### src/rtl/fpu_pkg.sv
// Shared FPU types: floating-point format selector, IEEE exception flag bundle,
// and the format-to-width helper used to size result datapaths.
package fpu_pkg;

  typedef enum logic [1:0] {
    FP32 = 2'd0,
    FP64 = 2'd1,
    FP16 = 2'd2,
    BF16 = 2'd3
  } fp_format_e;

  // Bit order matches the fflags CSR: NV is the MSB, NX the LSB.
  typedef struct packed {
    logic nv;
    logic dz;
    logic of;
    logic uf;
    logic nx;
  } fflags_t;

  function automatic int flen_bits(fp_format_e fmt);
    case (fmt)
      FP64:       return 64;
      FP16, BF16: return 16;
      default:    return 32;
    endcase
  endfunction

endpackage

### src/rtl/fpu_utils_rr_arb.sv
// Combinational round-robin arbiter: the first requester at or after ptr
// (wrapping) wins. Reusable by FPU issue and writeback logic.
module fpu_utils_rr_arb #(
  parameter  int N     = 4,
  localparam int IDX_W = (N > 1) ? $clog2(N) : 1
) (
  input  logic [N-1:0]     req,
  input  logic [IDX_W-1:0] ptr,
  output logic [N-1:0]     grant,
  output logic [IDX_W-1:0] grant_idx,
  output logic             grant_vld
);

  logic [IDX_W-1:0] cand;

  always_comb begin
    grant     = '0;
    grant_idx = '0;
    grant_vld = 1'b0;
    cand      = '0;
    for (int i = 0; i < N; i++) begin
      cand = IDX_W'((int'(ptr) + i) % N);
      if (!grant_vld && req[cand]) begin
        grant[cand] = 1'b1;
        grant_idx   = cand;
        grant_vld   = 1'b1;
      end
    end
  end

endmodule

### src/rtl/fpu_wb_arb.sv
// FPU writeback arbiter: round-robin collection of execution-unit results into
// a 2-entry registered writeback channel, plus the sticky accrued fflags.
module fpu_wb_arb
  import fpu_pkg::*;
#(
  parameter  fp_format_e FP_FMT    = FP32,
  parameter  int         UNIT_NUM  = 4,
  parameter  int         TAG_WIDTH = 5,
  localparam int         FLEN      = flen_bits(FP_FMT),
  localparam int         UNIT_W    = $clog2(UNIT_NUM)
) (
  input  logic                               i_clk,
  input  logic                               i_rst_n,
  input  logic [UNIT_NUM-1:0]                i_unit_valid,
  output logic [UNIT_NUM-1:0]                o_unit_ready,
  input  logic [UNIT_NUM-1:0][FLEN-1:0]      i_unit_result,
  input  fflags_t [UNIT_NUM-1:0]             i_unit_fflags,
  input  logic [UNIT_NUM-1:0][TAG_WIDTH-1:0] i_unit_tag,
  output logic                               o_wb_valid,
  input  logic                               i_wb_ready,
  output logic [FLEN-1:0]                    o_wb_result,
  output fflags_t                            o_wb_fflags,
  output logic [TAG_WIDTH-1:0]               o_wb_tag,
  output logic [UNIT_W-1:0]                  o_wb_unit,
  input  logic                               i_fflags_clr,
  output fflags_t                            o_fflags_acc
);

  typedef struct packed {
    logic [FLEN-1:0]      result;
    fflags_t              fflags;
    logic [TAG_WIDTH-1:0] tag;
    logic [UNIT_W-1:0]    unit;
  } wb_entry_t;

  wb_entry_t         mem_p0 [2];
  logic [1:0]        count_p0;
  logic              rd_ptr_p0;
  logic              wr_ptr_p0;
  logic [UNIT_W-1:0] rr_ptr_p0;
  fflags_t           fflags_acc_p0;

  logic [UNIT_NUM-1:0] grant;
  logic [UNIT_W-1:0]   grant_idx;
  logic                grant_vld;
  logic                has_space;
  logic                push;
  logic                pop;
  wb_entry_t           push_entry;
  wb_entry_t           head;
  logic [1:0]          count_nxt;
  logic [UNIT_W-1:0]   rr_ptr_nxt;
  fflags_t             fflags_acc_nxt;

  fpu_utils_rr_arb #(
    .N (UNIT_NUM)
  ) u_rr_arb (
    .req       (i_unit_valid),
    .ptr       (rr_ptr_p0),
    .grant     (grant),
    .grant_idx (grant_idx),
    .grant_vld (grant_vld)
  );

  // Stage 0: grant and accept. Readiness depends only on registered occupancy,
  // so the sink's ready never reaches the upstream units combinationally.
  assign has_space    = (count_p0 != 2'd2);
  assign o_unit_ready = (i_rst_n && has_space) ? grant : '0;
  assign push         = grant_vld && has_space;
  assign pop          = o_wb_valid && i_wb_ready;

  always_comb begin
    push_entry        = '0;
    push_entry.result = i_unit_result[grant_idx];
    push_entry.fflags = i_unit_fflags[grant_idx];
    push_entry.tag    = i_unit_tag[grant_idx];
    push_entry.unit   = grant_idx;
  end

  assign rr_ptr_nxt = (grant_idx == UNIT_W'(UNIT_NUM - 1)) ? '0 : grant_idx + 1'b1;

  always_comb begin
    count_nxt = count_p0;
    case ({push, pop})
      2'b10:   count_nxt = count_p0 + 2'd1;
      2'b01:   count_nxt = count_p0 - 2'd1;
      default: count_nxt = count_p0;
    endcase
  end

  // A flag retiring in the same cycle as a CSR clear survives the clear.
  always_comb begin
    fflags_acc_nxt = i_fflags_clr ? '0 : fflags_acc_p0;
    if (pop) begin
      fflags_acc_nxt = fflags_t'(fflags_acc_nxt | head.fflags);
    end
  end

  always_ff @(posedge i_clk or negedge i_rst_n) begin
    if (!i_rst_n) begin
      count_p0      <= '0;
      rd_ptr_p0     <= 1'b0;
      wr_ptr_p0     <= 1'b0;
      rr_ptr_p0     <= '0;
      fflags_acc_p0 <= '0;
    end else begin
      count_p0      <= count_nxt;
      fflags_acc_p0 <= fflags_acc_nxt;
      if (push) begin
        wr_ptr_p0 <= ~wr_ptr_p0;
        rr_ptr_p0 <= rr_ptr_nxt;
      end
      if (pop) begin
        rd_ptr_p0 <= ~rd_ptr_p0;
      end
    end
  end

  always_ff @(posedge i_clk) begin
    if (push) begin
      mem_p0[wr_ptr_p0] <= push_entry;
    end
  end

  // Stage 1: buffered head drives the writeback channel; payload is zeroed
  // whenever nothing is buffered, which also covers reset.
  assign head         = mem_p0[rd_ptr_p0];
  assign o_wb_valid   = (count_p0 != 2'd0);
  assign o_wb_result  = o_wb_valid ? head.result : '0;
  assign o_wb_fflags  = o_wb_valid ? head.fflags : '0;
  assign o_wb_tag     = o_wb_valid ? head.tag    : '0;
  assign o_wb_unit    = o_wb_valid ? head.unit   : '0;
  assign o_fflags_acc = fflags_acc_p0;

endmodule

### config.mk
export PLATFORM = sky130hd
export DESIGN_NAME = fpu_wb_arb
export DESIGN_NICKNAME = d
export VERILOG_FILES = /design/src/rtl/fpu_pkg.sv /design/src/rtl/fpu_utils_rr_arb.sv /design/src/rtl/fpu_wb_arb.sv
export SDC_FILE = /design/constraint.sdc
export NUM_CORES = 1
export LEC_CHECK = 0
export ABC_AREA = 1
export CORE_ASPECT_RATIO = 1.1
export CORE_UTILIZATION = 49
export CTS_CLUSTER_SIZE = 8
export DETAILED_ROUTE_END_ITERATION = 10
export PLACE_DENSITY = 0.87
export SLEW_MARGIN = 20
export SYNTH_ARGS = -nofsm -noshare
export SYNTH_HDL_FRONTEND = slang
export SYNTH_SLANG_ARGS = --single-unit
export TNS_END_PERCENT = 10
### constraint.sdc
create_clock -name i_clk -period 7.31 [get_ports i_clk]
set_clock_uncertainty 0.1 [all_clocks]
set_input_delay 1.462 -clock i_clk [delete_from_list [all_inputs] [get_ports i_clk]]
set_output_delay 1.462 -clock i_clk [all_outputs]
set_load 0.03 [all_outputs]
After elaboration in Yosys (flattened, before gate mapping)
Memory sizes are Yosys's and may differ from the RTL's.
Index checks and enable logic that the tools add are counted.

storage, ports and cells
  logic and storage cells = 95
  latch bits = 0
  bits in read-only memories = 0
  input port bits = 176
  output and inout port bits = 54
  bits in registers = 11
  memories = 1
  memory bits (writable) = 88

operators by class
  multiply operators = 0
  order comparisons = 9
  bitwise logic cells = 6
  add/sub/neg operators = 6
  muxes and demuxes = 45
  equality and inequality tests = 4
  shifts and indexed selects = 0
  divide/modulo/power cells = 0
  reduce and logical (&&, ||, !) cells = 15

memories
  memory  depth  width  read ports  clocked after memory_dff  wr ports  line              RTL
  mem_p0  2      44     1           0                         1         fpu_wb_arb.sv:36  wb_entry_t mem_p0 [2];

operators with widths
  kind                   count
  $bmux W32 S2           1
  $mux W32               2
  $mux W5                6
  $bmux W5 S2            2
  $mux W4                5
  $lt A2 B3 Y1 const B   5
  $mux W1                14
  $mux W2                6
  $or A4 B4 Y4           3
  $logic_and A1 B1 Y1    10
  $bmux W1 S2            4
  $demux W1 S2           4
  $ge A2 B1 Y1 const B   4
  $add A2 B1 Y2 const B  3
  $or A5 B5 Y5           1
  $add A2 B2 Y2 const B  2
  $eq A2 B2 Y1 const B   2
  $pmux W2 S2            1
  $reduce_bool A2 Y1     2
  $logic_not A1 Y1       3
  $eq A2 B1 Y1 const B   1
  $ne A2 B2 Y1 const B   1
  $not A1 Y1             2
  $sub A2 B1 Y2 const B  1

Depth between registers and ports, before layout
  depth in word-level cells = 15
  gate-level depth with buffers = 15
  gate-level depth less buffers = 12

Modules after synthesis
A second synthesis with hierarchy kept.

second synthesis, totals
  cell total of the unflattened synthesis = 793
  area, all modules = 6,274.8 µm²

by module, submodules not included
  module            cells each  seq. area each (µm²)  times used  area each (µm²)
  fpu_wb_arb        719         2,917.8               1           5,834.3
  fpu_utils_rr_arb  74          0.0                   1           440.4

Worst setup path before layout
Ideal clock, no wire load.

  path kind = input to register
  start = input i_unit_valid[3]
  end = memory mem_p0[1][0] (netlist name), enable pin
  required time = 6.763 ns
  arrival = 3.980 ns
  path buffers = 0
  setup time = 0.447 ns
  path slack = 2.783 ns
  stages on the path = 8
  path through = inv_1 > nand2_1 > nand3_1 > nand2_4 > clkinv_4 > nand4_1 > nand2_1 > nor2_1

between the ends
  cells in the longest elaborated chain, start to end = 15
  elaborated cells on any way between the ends = 21
  classes of those cells = mux (14); reduce/logical (7)

RTL lines
  element                          line                    RTL
  start: declaration               fpu_wb_arb.sv:14        input logic [UNIT_NUM-1:0] i_unit_valid,
  $bmux W1 S2                      fpu_utils_rr_arb.sv:23  if (!grant_vld && req[cand]) begin
  $mux W1 (not written as such)    fpu_utils_rr_arb.sv:23
  $mux W1                          fpu_utils_rr_arb.sv:23
  $logic_not A1 Y1                 fpu_utils_rr_arb.sv:23
  $logic_and A1 B1 Y1              fpu_utils_rr_arb.sv:23
  $mux W1                          fpu_utils_rr_arb.sv:23
  $logic_not A1 Y1                 fpu_utils_rr_arb.sv:23
  $logic_and A1 B1 Y1              fpu_utils_rr_arb.sv:23
  $mux W1                          fpu_utils_rr_arb.sv:23
  $logic_not A1 Y1                 fpu_utils_rr_arb.sv:23
  $logic_and A1 B1 Y1              fpu_utils_rr_arb.sv:23
  $mux W1 *                        fpu_utils_rr_arb.sv:23
  $logic_and A1 B1 Y1 *            fpu_wb_arb.sv:69        assign push = grant_vld && has_space;
  $mux W1 *                        fpu_wb_arb.sv:120       if (push) begin
  $mux W1 (not written as such) *  fpu_wb_arb.sv:121       mem_p0[wr_ptr_p0] <= push_entry;
  end: declaration                 fpu_wb_arb.sv:36

Mark *: on every way between the ends. The rest lies on a longest branch, timed or not. The select of a mux whose other input is x is not followed.

Worst setup path in the final report
  start = input i_unit_valid[3]
  end = output o_unit_ready[0]

between the ends
  cells in the longest elaborated chain, start to end = 13
  elaborated cells on any way between the ends = 25
  classes of those cells = mux (16); bitwise (3); reduce/logical (6)

RTL lines
  element                        line                    RTL
  $bmux W1 S2                    fpu_utils_rr_arb.sv:23
  $mux W1 (not written as such)  fpu_utils_rr_arb.sv:23
  $mux W1                        fpu_utils_rr_arb.sv:23
  $logic_not A1 Y1               fpu_utils_rr_arb.sv:23
  $logic_and A1 B1 Y1            fpu_utils_rr_arb.sv:23
  $mux W1                        fpu_utils_rr_arb.sv:23
  $logic_not A1 Y1               fpu_utils_rr_arb.sv:23
  $logic_and A1 B1 Y1            fpu_utils_rr_arb.sv:23
  $mux W1                        fpu_utils_rr_arb.sv:23
  $logic_not A1 Y1               fpu_utils_rr_arb.sv:23
  $logic_and A1 B1 Y1            fpu_utils_rr_arb.sv:23
  $mux W4 *                      fpu_utils_rr_arb.sv:23
  $mux W4 *                      fpu_wb_arb.sv:68        assign o_unit_ready = (i_rst_n && has_space) ? grant : '0;
  end: declaration               fpu_wb_arb.sv:15        output logic [UNIT_NUM-1:0] o_unit_ready,

Marked as above.

==> out/qor.txt <==
synthesized area -> 0.00636 mm^2
Mean Syn Cell Area -> 7.71 um^2
Max Fclk -> 194 MHz
hold slack final -> 444 ps
synth unique cells -> 32
Post-CTS Setup Bufs -> 0
min Tclk post-route -> 5150 ps
Die X -> 111 um
Worst Setup SP -> i_unit_valid[3]
RR Startpoint -> rr_ptr_p0[0]$_DFFE_PN0P_
Fill cells -> 973
Yosys top cell area share -> 41.5%
TritonCTS clock tree -> built
Synth area leader -> edfxtp_1
Worst Setup Start Kind -> input port
H-tree level count -> 3
WP data arrival -> 3580 ps
Final Max Tran Viols -> 0
critical path class -> input port to output pin
Die Ht -> 122 um
core area -> 0.0126 mm^2
antenna violations before repair -> 0
Final Cell Area -> 0.00894 mm^2
flops & latches, synth -> 99
Port Buffers -> 229
sequential cell area fraction in the yosys report -> 45.9%
drt first pass iters -> 5
first-pass GRT wire length -> 26.3 mm
synth top area cells -> edfxtp_1 42%, nand2_1 13%, nand3_1 11%, inv_1 9.1%, nand3b_1 5.0%
CTS resizes -> 0
DRC -> 0
Area after DPL -> 0.00864 mm^2
Primary FF master, synth -> edfxtp_1
via count -> 6,077
fin crit share -> 70.4%
largest net degree at the start of global routing -> 86
via/cell ratio -> 5.14
yosys synthesis warning count -> 0
GRT overflow -> 0
area of the multi-input gates -> 0.00260 mm^2
share of cells above drive strength 1 -> 4.29%
CTS buffer count -> 9
syn_nets -> 1,009
setup slack, reg-to-reg -> 2820 ps
diode count -> 0
status -> finished, final reports clean
maximum clock path buffer count -> 2
Req. time, crit path -> 5750 ps
Reg area -> 0.00292 mm^2
number of flops mapped to enable cells by yosys -> 88
Worst Tran Pin Value -> 1110 ps
max cap viols -> 0
FFs w/ async S/R, synth -> 11.1%
Commonest cells post-synth -> 228 x nand2_1, 154 x inv_1, 134 x nand3_1
CP Max Fanout -> 8
RSZ-0062 raised after global routing -> no
total track usage -> 24.9%
Slew headroom -> 25.7%
Final Hold Viols -> 0
CTS Hold Buffers Added -> 0
vias in the first global route -> 5,510
Final Setup Violations -> 0
WL/cell -> 14.3 um
dpl hpwl -> 11.5 mm
final WL -> 16.9 mm
Hold Path Origin -> o_fflags_acc[2]$_DFF_PN0_
Worst Setup End Kind -> output pin
Setup TNS -> 0 ps
Inst Count DP -> 1,166
nets -> 1,205
die area -> 0.0134 mm^2
Ports -> 230
root buffer cell -> clkbuf_16
initial detailed-routing violation count -> 366
clock-pin slew on the worst setup and hold paths -> 60 ps
GPL Wtd Cong -> 0.885
count leader, synth -> nand2_1
Post-Syn Instances -> 825
Routed Antenna Nets -> 0
# rows -> 43
Hold WC Path Type -> flop to flop
synth-to-layout area growth -> 40.6%
later-pin clock latency in the skew report -> 330 ps
Initial Utilization -> 50.3%
clock sinks -> 99
Layout Cells excl Fill -> 1,183
-- layer usage --
metal  wire length (um)  GRT usage (%)  up-vias
met5                  0              0        -
met4                330           9.50        0
met3               1320           4.95       22
met2               8770           46.2      278
met1               6520           28.1     2740
li1                   -              -     3037
-- cell type report --
| type | instances | share of cell area (%) |
|---|---|---|
| sequential | 99 | 32.6 |
| clock buffer | 10 | 2.56 |
| inverter | 158 | 6.72 |
| timing repair buffer | 234 | 26.3 |
| tap | 157 | 2.20 |
| clock inverter | 6 | 0.532 |
| multi-input combinational | 519 | 29.1 |
-- cells in the final DEF (no fill, tap or decap), types with 2 or more instances in the layout --
master and count:
mux2i_1 5, nand4_1 3, edfxtp_1 88, dfrtp_1 10
nand3_2 3, inv_1 154, ha_1 8, nor2_1 17
nand3_1 134, xnor2_1 2, clkinv_4 2, clkdlybuf4s50_1 229
nand2_4 4, o22ai_1 5, o21ai_0 9, nand2_1 227
nand3b_1 42, inv_6 3, nor2_4 4, nand2_2 5
buf_4 4, a21oi_1 45, inv_2 2, clkbuf_16 9
-- final timing paths --
path                       depth (start not counted)                         to
max in group asynchronous                          1      rd_ptr_p0$_DFFE_PN0P_
min in group asynchronous                          1    count_p0[1]$_DFFE_PN0P_
max                                               11            o_unit_ready[0]
min reg2reg                                        2  o_fflags_acc[2]$_DFF_PN0_
min                                                2  o_fflags_acc[2]$_DFF_PN0_
max reg2reg                                       13     mem_p0[0][9]$_DFFE_PP_
-- state kept, by name, summed over array words and instances, names as in the netlist --
register	count
rd_ptr_p0	1
mem_p0	88
wr_ptr_p0	1
count_p0	2
o_fflags_acc	5
rr_ptr_p0	2
-- through the flow --
stage,worst slack [ps],utilization [%]
floorplan,2780,-
global placement,2250,68.3
detailed placement,2170,68.3
CTS,2180,70.5
global route,2010,70.7
finish,2160,70.7
-- kinds of logic (layout without fill, tap and decap cells) --
family,after synthesis,after routing,share of synthesized area [%]
buf+inv,207,408,13.7
simple gates,441,441,32.5
mux,5,5,0.787
flops,99,99,45.9
compound gates,62,62,5.11
xor+xnor,3,3,0.413
fa+ha+maj,8,8,1.57
-- worst max-delay path: stages --
cell and delay [ps]:
clkdlybuf4s50_1 440, inv_1 90, nand2_1 50, nand3_1 170, nand2_4 100, clkinv_4 90, nand3_1 140, o21ai_0 220
o21ai_0 100, inv_1 70, clkdlybuf4s50_1 660
Power is left out: the tool's default activity adds up to more than one toggle a clock period on the data nets, which glitch-free logic cannot reach.
